### src/rtl/serializer_p2s_if.sv
// serializer_p2s_if: parallel word handshake in, serial bit stream out
interface serializer_p2s_if #(parameter int WIDTH = 8);
  logic [WIDTH-1:0] din;
  logic din_valid;
  logic din_ready;
  logic out;
  logic out_valid;
  modport master (output din, din_valid, input din_ready, out, out_valid);
  modport slave (input din, din_valid, output din_ready, out, out_valid);
endinterface

### src/rtl/serializer_p2s.sv
// serializer_p2s: valid/ready parallel-to-serial shifter with one-word holding register
module serializer_p2s #(
  parameter int   WIDTH      = 8,
  parameter int   MSB_FIRST  = 1,
  parameter logic IDLE_LEVEL = 1'b1,
  parameter int   CNT_W      = 16
) (
  input  logic             clk,
  input  logic             rst,
  serializer_p2s_if.slave  bus,
  output logic             busy,
  output logic [CNT_W-1:0] word_cnt
);
  localparam logic [0:0] IDLE  = 1'b0;
  localparam logic [0:0] SHIFT = 1'b1;
  logic [0:0]       r_state;
  logic [WIDTH-1:0] r_sh, r_hold;
  logic [5:0]       r_idx;
  logic             r_hold_full, r_out, r_out_valid;
  logic [CNT_W-1:0] r_cnt;
  logic             w_accept, w_last, w_load, w_take_din, w_front;
  logic [WIDTH-1:0] w_src, w_rest;
  assign bus.din_ready = ~r_hold_full & ~rst;
  assign w_accept      = bus.din_valid & bus.din_ready;
  assign w_last        = (r_state == SHIFT) && (r_idx == 6'(WIDTH));
  // a new word starts from idle or right after the last bit, preferring the held word
  assign w_load        = ((r_state == IDLE) | w_last) & (r_hold_full | w_accept);
  assign w_take_din    = w_load & ~r_hold_full & w_accept;
  assign w_src         = w_load ? (r_hold_full ? r_hold : bus.din) : r_sh;
  assign w_front       = (MSB_FIRST != 0) ? w_src[WIDTH-1] : w_src[0];
  assign w_rest        = (MSB_FIRST != 0) ? w_src << 1 : w_src >> 1;
  always_ff @(posedge clk) begin
    if (rst) begin
      r_state     <= IDLE;
      r_out       <= IDLE_LEVEL;
      r_out_valid <= 1'b0;
      r_hold_full <= 1'b0;
      r_idx       <= '0;
      r_cnt       <= '0;
    end else begin
      if (w_load || (r_state == SHIFT && !w_last)) begin
        r_state     <= SHIFT;
        r_out       <= w_front;
        r_out_valid <= 1'b1;
        r_sh        <= w_rest;
        r_idx       <= w_load ? 6'd1 : r_idx + 6'd1;
      end else if (w_last) begin
        r_state     <= IDLE;
        r_out       <= IDLE_LEVEL;
        r_out_valid <= 1'b0;
        r_idx       <= '0;
      end
      if (w_last) r_cnt <= r_cnt + CNT_W'(1);
      if (w_accept & ~w_take_din) r_hold <= bus.din;
      r_hold_full <= (r_hold_full & ~w_load) | (w_accept & ~w_take_din);
    end
  end
  assign bus.out       = r_out;
  assign bus.out_valid = r_out_valid;
  assign busy          = (r_state == SHIFT) | r_hold_full;
  assign word_cnt      = r_cnt;
endmodule

### src/flat_wrapper.sv
// flat-port wrapper written by rule: the top's interface ports become plain ports
module serializer_p2s_flat 
#(
  parameter int   WIDTH      = 8,
  parameter int   MSB_FIRST  = 1,
  parameter logic IDLE_LEVEL = 1'b1,
  parameter int   CNT_W      = 16
)
  (clk, rst, busy, word_cnt, bus_din, bus_din_valid, bus_din_ready, bus_out, bus_out_valid);
  serializer_p2s_if #(.WIDTH(WIDTH)) bus_i ();
  input  logic clk;
  input  logic rst;
  output logic busy;
  output logic [CNT_W-1:0] word_cnt;
  input wire logic [$bits(bus_i.din)-1:0] bus_din;
  input wire logic [$bits(bus_i.din_valid)-1:0] bus_din_valid;
  output wire logic [$bits(bus_i.din_ready)-1:0] bus_din_ready;
  output wire logic [$bits(bus_i.out)-1:0] bus_out;
  output wire logic [$bits(bus_i.out_valid)-1:0] bus_out_valid;
  assign bus_i.din = bus_din;
  assign bus_i.din_valid = bus_din_valid;
  assign bus_din_ready = bus_i.din_ready;
  assign bus_out = bus_i.out;
  assign bus_out_valid = bus_i.out_valid;
  serializer_p2s #(.WIDTH(WIDTH), .MSB_FIRST(MSB_FIRST), .IDLE_LEVEL(IDLE_LEVEL), .CNT_W(CNT_W)) u_core (.clk(clk), .rst(rst), .bus(bus_i), .busy(busy), .word_cnt(word_cnt));
endmodule
### config.mk
export PLATFORM = sky130hd
export DESIGN_NAME = serializer_p2s_flat
export DESIGN_NICKNAME = d
export VERILOG_FILES = /design/src/rtl/serializer_p2s_if.sv /design/src/rtl/serializer_p2s.sv /design/src/flat_wrapper.sv
export SDC_FILE = /design/constraint.sdc
export NUM_CORES = 1
export LEC_CHECK = 0
export CAP_MARGIN = 20
export CORE_MARGIN = 10
export CORE_UTILIZATION = 37
export DETAILED_ROUTE_END_ITERATION = 8
export GPL_ROUTABILITY_DRIVEN = 0
export PLACE_DENSITY_LB_ADDON = 0.3
export RECOVER_POWER = 25
export SLEW_MARGIN = 20
export SYNTH_ARGS = -nofsm -noshare
export SYNTH_HDL_FRONTEND = slang
export SYNTH_SLANG_ARGS = --single-unit
### constraint.sdc
create_clock -name clk -period 2.5 [get_ports clk]
set_clock_uncertainty 0.2 [all_clocks]
set_input_delay 0.25 -clock clk [delete_from_list [all_inputs] [get_ports clk]]
set_output_delay 0.25 -clock clk [all_outputs]
set_load 0.05 [all_outputs]
; ---- After elaboration in Yosys (flattened, before gate mapping)
; Index checks and enable logic that the tools add are counted.
[word_totals]
inputBits = 11
out_inout_bits = 20
reg_bits = 40
word_cells = 43
[op_classes]
n_addsub = 2
n_eq_ne = 1
n_reduce_logical = 7
bitwise = 16
muxes = 9
[ops]
columns = op, count
row1 = 6-bit two-way mux, 3
row2 = "16-bit by 1-bit adder with 16-bit output, second input constant", 1
row3 = 8-bit two-way mux, 2
row4 = 1-bit bitwise AND, 7
row5 = "6-bit by 1-bit adder with 6-bit output, second input constant", 1
row6 = "6-bit by 4-bit equality test with 1-bit output, second input constant", 1
row7 = 1-bit NOT, 5
row8 = 1-bit two-way mux, 4
row9 = 1-bit OR, 4
row10 = 2-bit AND reduction, 2
row11 = 1-bit logical AND, 2
row12 = 2-bit nonzero test, 1
row13 = 1-bit zero test, 1
row14 = 1-bit logical OR, 1

; ---- Logic depth before layout (Yosys ltp)
; Gate-level depths: netlist of the first run.
[logic_depth]
word_depth = 10
mapped_depth = 7
mapped_depth_nobuf = 6

; ---- Least setup slack after synthesis of the first run
; OpenSTA, ideal clock, no wires.
[synth_timing]
path_kind = reg2reg
from = register u_core.r_idx[0]
to = register u_core.r_cnt[15], in the netlist u_core.word_cnt[15]
setup_time_ns = 0.121
required_time_ns = 2.179
setup_slack_ns = 0.043
arrival_ns = 2.137
synth_period_minus_slack_ns = 2.457
path_stages_with_launch = 8
n_path_buf = 1
path_cell_list = dfxtp_1 inv_1 ha_1 or4b_4 or3_1 buf_2 nor4_1 mux2_2
[synth_between]
elab_chain_len = 2
[synth_lines]
columns = element, line_no
row1 = "start, declared", serializer_p2s.sv:18  ; logic [5:0] r_idx;
row2 = "start signal, assigned", serializer_p2s.sv:46  ; r_idx <= w_load ? 6'd1 : r_idx + 6'd1;
row3 = 6-bit by 4-bit equality test with 1-bit output, serializer_p2s.sv:25  ; assign w_last = (r_state == SHIFT) && (r_idx == 6'(WIDTH));
row4 = 1-bit logical AND, serializer_p2s.sv:25
row5 = "end signal, assigned", serializer_p2s.sv:53  ; if (w_last) r_cnt <= r_cnt + CNT_W'(1);
row6 = "end, declared", serializer_p2s.sv:20  ; logic [CNT_W-1:0] r_cnt;
; Every way passes these cells.
; A chain may end at the register's enable or synchronous reset.

; ---- Final worst setup path of the first run
; Same ends and word-level chain as after synthesis.

==> results of run 1 <==
-- through the flow --
step                      util, %  cell area [µm²]
final                        50.7             2410
after global routing         50.7             2410
after CTS                    50.4             2400
after detailed placement     47.7             2270
after global placement       47.7             2270
after floorplan                 -             1820
-- worst paths after layout --
path / endpoint / slack, ns / from / depth (start not counted)
worst max register to register: u_core.word_cnt[15]$_SDFFE_PP0P_ / 0.13 / u_core.r_idx[0]$_SDFFE_PP0P_ / 6
worst max-delay path: u_core.word_cnt[15]$_SDFFE_PP0P_ / 0.13 / u_core.r_idx[0]$_SDFFE_PP0P_ / 6
worst min register to register: u_core.word_cnt[1]$_SDFFE_PP0P_ / 0.32 / u_core.word_cnt[1]$_SDFFE_PP0P_ / 2
worst min-delay path: u_core.word_cnt[1]$_SDFFE_PP0P_ / 0.32 / u_core.word_cnt[1]$_SDFFE_PP0P_ / 2
-- cell families (layout without fill, tap and decap cells) --
logic type / Yosys count / count (layout) / synth area share [%]
DFF: 40 / 40 / 52.4
adders and majority gates: 3 / 3 / 2.07
xor gates and xnor gates: 8 / 8 / 3.86
muxes: 9 / 9 / 5.10
buffers and inverters: 14 / 59 / 2.96
AOI/OAI and AO/OA: 37 / 37 / 11.9
and+or+nand+nor: 73 / 73 / 21.8
-- metal layers --
metal | track usage (%) | vias to the layer above | routed length [µm]
met4 | 4.64 | 0 | 68
met5 | 0 | - | 0
met3 | 4.74 | 6 | 240
met2 | 14.7 | 38 | 1730
li1 | - | 759 | -
met1 | 12.7 | 698 | 2050
-- layout by cell type (no fill, tap or decap), types with 2 or more instances in the layout --
cell type,netlist,final
ha_1,3,3
clkbuf_8,0,5
nor2b_1,5,5
dlygate4sd3_1,0,12
nand3_1,8,8
or4_1,5,5
inv_1,7,7
clkbuf_16,0,2
mux2i_1,7,7
xor2_1,4,4
xnor2_1,4,4
and3_1,3,3
edfxtp_1,15,15
a31oi_1,2,2
mux2_2,2,2
clkbuf_1,4,3
nor2_1,17,17
buf_4,0,13
or2_2,2,2
and4_1,3,3
nand2_1,14,14
o21ai_0,11,11
clkdlybuf4s50_1,0,16
a211oi_1,4,4
nor3_1,6,6
a21oi_1,13,13
o31ai_1,3,3
dfxtp_1,25,25
-- where the power goes --
part	internal [mW]	switching [mW]	leakage, nW	total, mW
logic	0.0674	0.0935	0.455	0.161
clock network	0.319	0.225	0.0618	0.544
registers	0.700	0.00859	0.343	0.709
total	1.09	0.327	0.860	1.41
-- flip-flops by register name, indices dropped and copies added (netlist names) --
signal	cells
u_core.r_sh	7
u_core.r_state	1
u_core.bus.out	1
u_core.word_cnt	16
u_core.r_hold	8
u_core.r_idx	6
u_core.r_hold_full	1
-- worst max-delay path: stages, from the launching register on --
cell and delay [ns]:
dfxtp_1 0.33, inv_1 0.07, ha_1 0.16, or4b_4 0.46, or3_4 0.39, nor4_2 0.27, mux2_2 0.36
-- cell type report --
cell class              count  area (µm²)
fillers                   483        2340
flip-flops and latches     40         951
multi-input cells         130         822
repair buffers             44         405
clock buffers               8         123
well taps                  67        83.8
inverters                   7        26.3
-- repair_timing --
item                                    4_1_cts  5_1_grt
buffers inserted                              0        2
endpoints found under the setup margin        1        2
pin swaps                                     0        2
resized for setup                             1        1
==> summary.txt, run 1 <==
Setup CP Type -> reg -> reg
net count after synthesis -> 198
initial core utilization -> 38.2%
RSZ-0062 raised after global routing -> false
Cells after Synth -> 184
top-area cell type share of the netlist area -> 27.6%
clock buffer count from CTS -> 5
die width -> 90.1 µm
first-pass GRT wire length -> 6890 µm
HPWL after DPL -> 2910 µm
total power -> 1.41 mW
CP Launch Type -> flip-flop
drc violations -> 0
setup violators final -> 0
Hold Buf Count CTS -> 0
Peak VDD IR -> 0.236 mV
CTS tree -> done
Longest Clk Path Bufs -> 2
vias in the first global route -> 1464
required time worst endpoint -> 2.48 ns
diode count -> 0
pre-CTS WS -> -0.0241 ns
Worst-path clk slew -> 0.08 ns
clk_lat worst skew -> 0.29 ns
Worst Hold Class -> reg -> reg
vias -> 1501
FMAX -> 423 MHz
setup TNS -> 0 ns
EDFF count, synth -> 15
Rows -> 25
Total Nets Final -> 242
CTS H-tree depth -> 2
final hold violation count -> 0
Least-Margin Pin Slew -> 0.713 ns
most used flip-flop cell after synthesis -> dfxtp_1
Pwr Density -> 586 nW/µm²
crit path capture type -> flip-flop
vias per cell -> 5.07
ys async rst share -> 0%
synthesis-to-finish area growth -> 32.8%
Rel. slew slack -> 52.5%
Seq/Total Area, Yosys -> 52.4%
Arr. time, crit path -> 2.35 ns
fin crit period -> 2.37 ns
Post-DRT Antenna Nets -> 0
Die Y -> 90.1 µm
PnR worst setup slack -> 0.135 ns
PortBufs -> 30
max_cap viols -> 0
Synth Warn # -> 0
DR WL/cell -> 13.8 µm
antenna violations before repair -> 0
total core area -> 4750 µm²
CTS sink count -> 40
Finished Layout Cells -> 296
First-pass DRT Iterations -> 5
I/O pin count -> 31
GR Util All Layers -> 10.2%
fraction of layout cells with a size suffix above 1 -> 12.7%
post-synth cell types -> 38
Post-Place Cells -> 286
CP Max Fanout -> 7
top post-synthesis cells by area -> dfxtp_1 (28%), edfxtp_1 (25%), mux2i_1 (3.9%), a21oi_1 (3.6%), nor2_1 (3.5%)
largest net degree at the start of global routing -> 27
initial DRC count -> 100
post-synthesis cell area -> 1820 µm²
CTS Root Buffer Type -> clkbuf_8
top post-synthesis cells by count -> dfxtp_1 (25), nor2_1 (17), edfxtp_1 (15), nand2_1 (14), a21oi_1 (13)
worst hold slack -> 0.316 ns
Tcrit/Tclk final -> 94.6%
most frequent cell after synthesis -> dfxtp_1
syn_area_per_cell -> 9.87 µm²
status -> completed
Slew Viols, Final -> 0
Synth Register Bits -> 40
Leak -> 0.860 nW
total gr overflow -> 0
drt total wl -> 4080 µm
die area -> 8110 µm²
area leader, netlist -> dfxtp_1
(Power assumes the default switching activity.)
==> inputs of run 2 (changes only) <==
- CORE_MARGIN: 10 -> 4
- SKIP_CTS_REPAIR_TIMING: unset -> 1
==> run 2 against run 1 <==
Compared with the run above: cell count fell by 1.0%; hold slack improved by 0.0062 ns; maximum frequency fell by 0.83%; setup slack got worse by 0.020 ns; largest power group unchanged; sequential power barely moved; utilization fell by 0.99 points; global-route usage rose by 3.4 points; die area fell by 25%; first-iteration DRC count fell by 33%; critical path depth did not move; sequential cell count did not move; via count fell by 1.3%.
==> summary.txt, run 2 (same netlist as run 1, synthesis figures left out) <==
status -> completed (unchanged)
initial DRC count -> 67 (was 100)
RSZ-0062 raised after global routing -> false (unchanged)
Fillers -> 443 (was 483)
total core area -> 4720 µm² (was 4750 µm²)
vias per cell -> 5.05 (was 5.07)
crit path capture type -> flip-flop (unchanged)
die width -> 78.1 µm (was 90.1 µm)
Tcrit/Tclk final -> 95.4% (was 94.6%)
Leak -> 0.825 nW (was 0.860 nW)
max reg flops -> 16 (unchanged)
required time worst endpoint -> 2.53 ns (was 2.48 ns)
PortBufs -> 30 (unchanged)
Least-Margin Pin Slew -> 0.694 ns (was 0.713 ns)
fraction of layout cells with a size suffix above 1 -> 11.1% (was 12.7%)
Longest Clk Path Bufs -> 2 (unchanged)
crit path cell chain -> inv_1 > ha_1 > or4b_4 > or3_4 > or4_1 > a21oi_1 (was inv_1 > ha_1 > or4b_4 > or3_4 > nor4_2 > mux2_2)
Rel. slew slack -> 53.7% (was 52.5%)
clock buffer count from CTS -> 5 (unchanged)
largest net degree at the start of global routing -> 28 (was 27)
CP top delay family -> simple AND/OR/NAND/NOR gates (unchanged)
HPWL after DPL -> 2720 µm (was 2910 µm)
FMAX -> 419 MHz (was 423 MHz)
area of the multi-input gates -> 822 µm² (unchanged)
CP max stage cell -> or4_1 (was or4b_4)
Peak VDD IR -> 0.247 mV (was 0.236 mV)
initial core utilization -> 38.4% (was 38.2%)
Post-Place Cells -> 285 (was 286)
max_cap viols -> 0 (unchanged)
Finished Layout Cells -> 293 (was 296)
DR WL/cell -> 13.5 µm (was 13.8 µm)
synthesis-to-finish area growth -> 29.4% (was 32.8%)
FF/Latch Area -> 951 µm² (unchanged)
drt total wl -> 3960 µm (was 4080 µm)
Arr. time, crit path -> 2.42 ns (was 2.35 ns)
Post-DRT Antenna Nets -> 0 (unchanged)
total gr overflow -> 0 (unchanged)
Worst-path clk slew -> 0.08 ns (about the same)
Die Y -> 78.1 µm (was 90.1 µm)
drc violations -> 0 (unchanged)
First-pass DRT Iterations -> 4 (was 5)
setup violators final -> 0 (unchanged)
Worst Hold Class -> reg -> reg (unchanged)
Setup CP Type -> reg -> reg (unchanged)
CTS Root Buffer Type -> clkbuf_8 (unchanged)
CP Launch Type -> flip-flop (unchanged)
die area -> 6090 µm² (was 8110 µm²)
setup TNS -> 0 ns (unchanged)
Slew Viols, Final -> 0 (unchanged)
I/O pin count -> 31 (unchanged)
diode count -> 0 (unchanged)
antenna violations before repair -> 0 (unchanged)
CP Max Fanout -> 8 (was 7)
most frequent cells in the layout -> dfxtp_1 (25), nor2_1 (17), clkdlybuf4s50_1 (17) (was dfxtp_1 (25), nor2_1 (17), clkdlybuf4s50_1 (16))
clk_lat worst skew -> 0.30 ns (was 0.29 ns)
Rows -> 25 (unchanged)
Critical path buffers and inverters -> 1 (unchanged)
worst hold slack -> 0.322 ns (was 0.316 ns)
worst stage delay on the critical path -> 0.51 ns (was 0.46 ns)
CTS H-tree depth -> 2 (unchanged)
CTS sink count -> 40 (unchanged)
vias -> 1481 (was 1501)
first-pass GRT wire length -> 6620 µm (was 6890 µm)
fin crit period -> 2.38 ns (was 2.37 ns)
GR Util All Layers -> 13.6% (was 10.2%)
vias in the first global route -> 1431 (was 1464)
final hold violation count -> 0 (unchanged)
Pwr Density -> 554 nW/µm² (was 586 nW/µm²)
CTS tree -> done (unchanged)
Total Nets Final -> 239 (was 242)
commonest non-fill, non-tap cell in the layout -> dfxtp_1 (unchanged)
[run 2: stage by stage]
stage	cell area, µm²	setup slack [ns]	util, %	power, mW
after floorplan	1820	0.0426	-	0.816
after global placement	2260	0.00958	47.9	0.888
after detailed placement	2260	-0.0426	47.9	0.891
after CTS	2350	-0.0663	49.7	1.32
after global routing	2350	0.000600	49.7	1.35
final	2350	0.115	49.7	1.30
[run 2: area by class of cell]
cell class / count / share of cell area (%)
Clock inverter: 3 / 0.746
Timing Repair Buffer: 41 / 16.1
Clock buffer: 5 / 2.93
Tap cell: 67 / 3.57
Multi-Input combinational cell: 130 / 35.0
Inverter: 7 / 1.12
Sequential cell: 40 / 40.5
[run 2: power by group]
| part | internal [mW] | total (mW) | switching, mW |
|---|---|---|---|
| registers | 0.700 | 0.708 | 0.00816 |
| logic | 0.0651 | 0.159 | 0.0943 |
| clock network | 0.195 | 0.433 | 0.238 |
| total | 0.960 | 1.30 | 0.341 |
[run 2: worst reg2reg max path, delay by kind of cell, from the launching register on]
family,cells,cell delay (ns)
simple gates,3,1.38
flops,1,0.33
fa+ha+maj,1,0.18
compound gates,1,0.16
buf+inv,1,0.07
[run 2: layer usage]
metal	global-route usage [%]	part of all wire [%]	up-vias
met5	0	0	-
met4	5.07	1.2	0
met3	3.67	4.0	4
met2	20.6	44	32
met1	18.5	51	694
li1	-	-	751
[run 2: worst paths after layout]
check | start | to | slack [ns] | cells after the start
hold reg to reg | u_core.word_cnt[11]$_SDFFE_PP0P_ | u_core.word_cnt[11]$_SDFFE_PP0P_ | 0.32 | 2
setup reg to reg | u_core.r_idx[0]$_SDFFE_PP0P_ | u_core.word_cnt[13]$_SDFFE_PP0P_ | 0.12 | 6
setup / recovery | u_core.r_idx[0]$_SDFFE_PP0P_ | u_core.word_cnt[13]$_SDFFE_PP0P_ | 0.12 | 6
hold / removal | u_core.word_cnt[11]$_SDFFE_PP0P_ | u_core.word_cnt[11]$_SDFFE_PP0P_ | 0.32 | 2
==> inputs of run 3 (changes only) <==
- TNS_END_PERCENT: unset -> 20
==> results of run 3 <==
The final DEF is identical to that of run 2; final timing and power are the same.
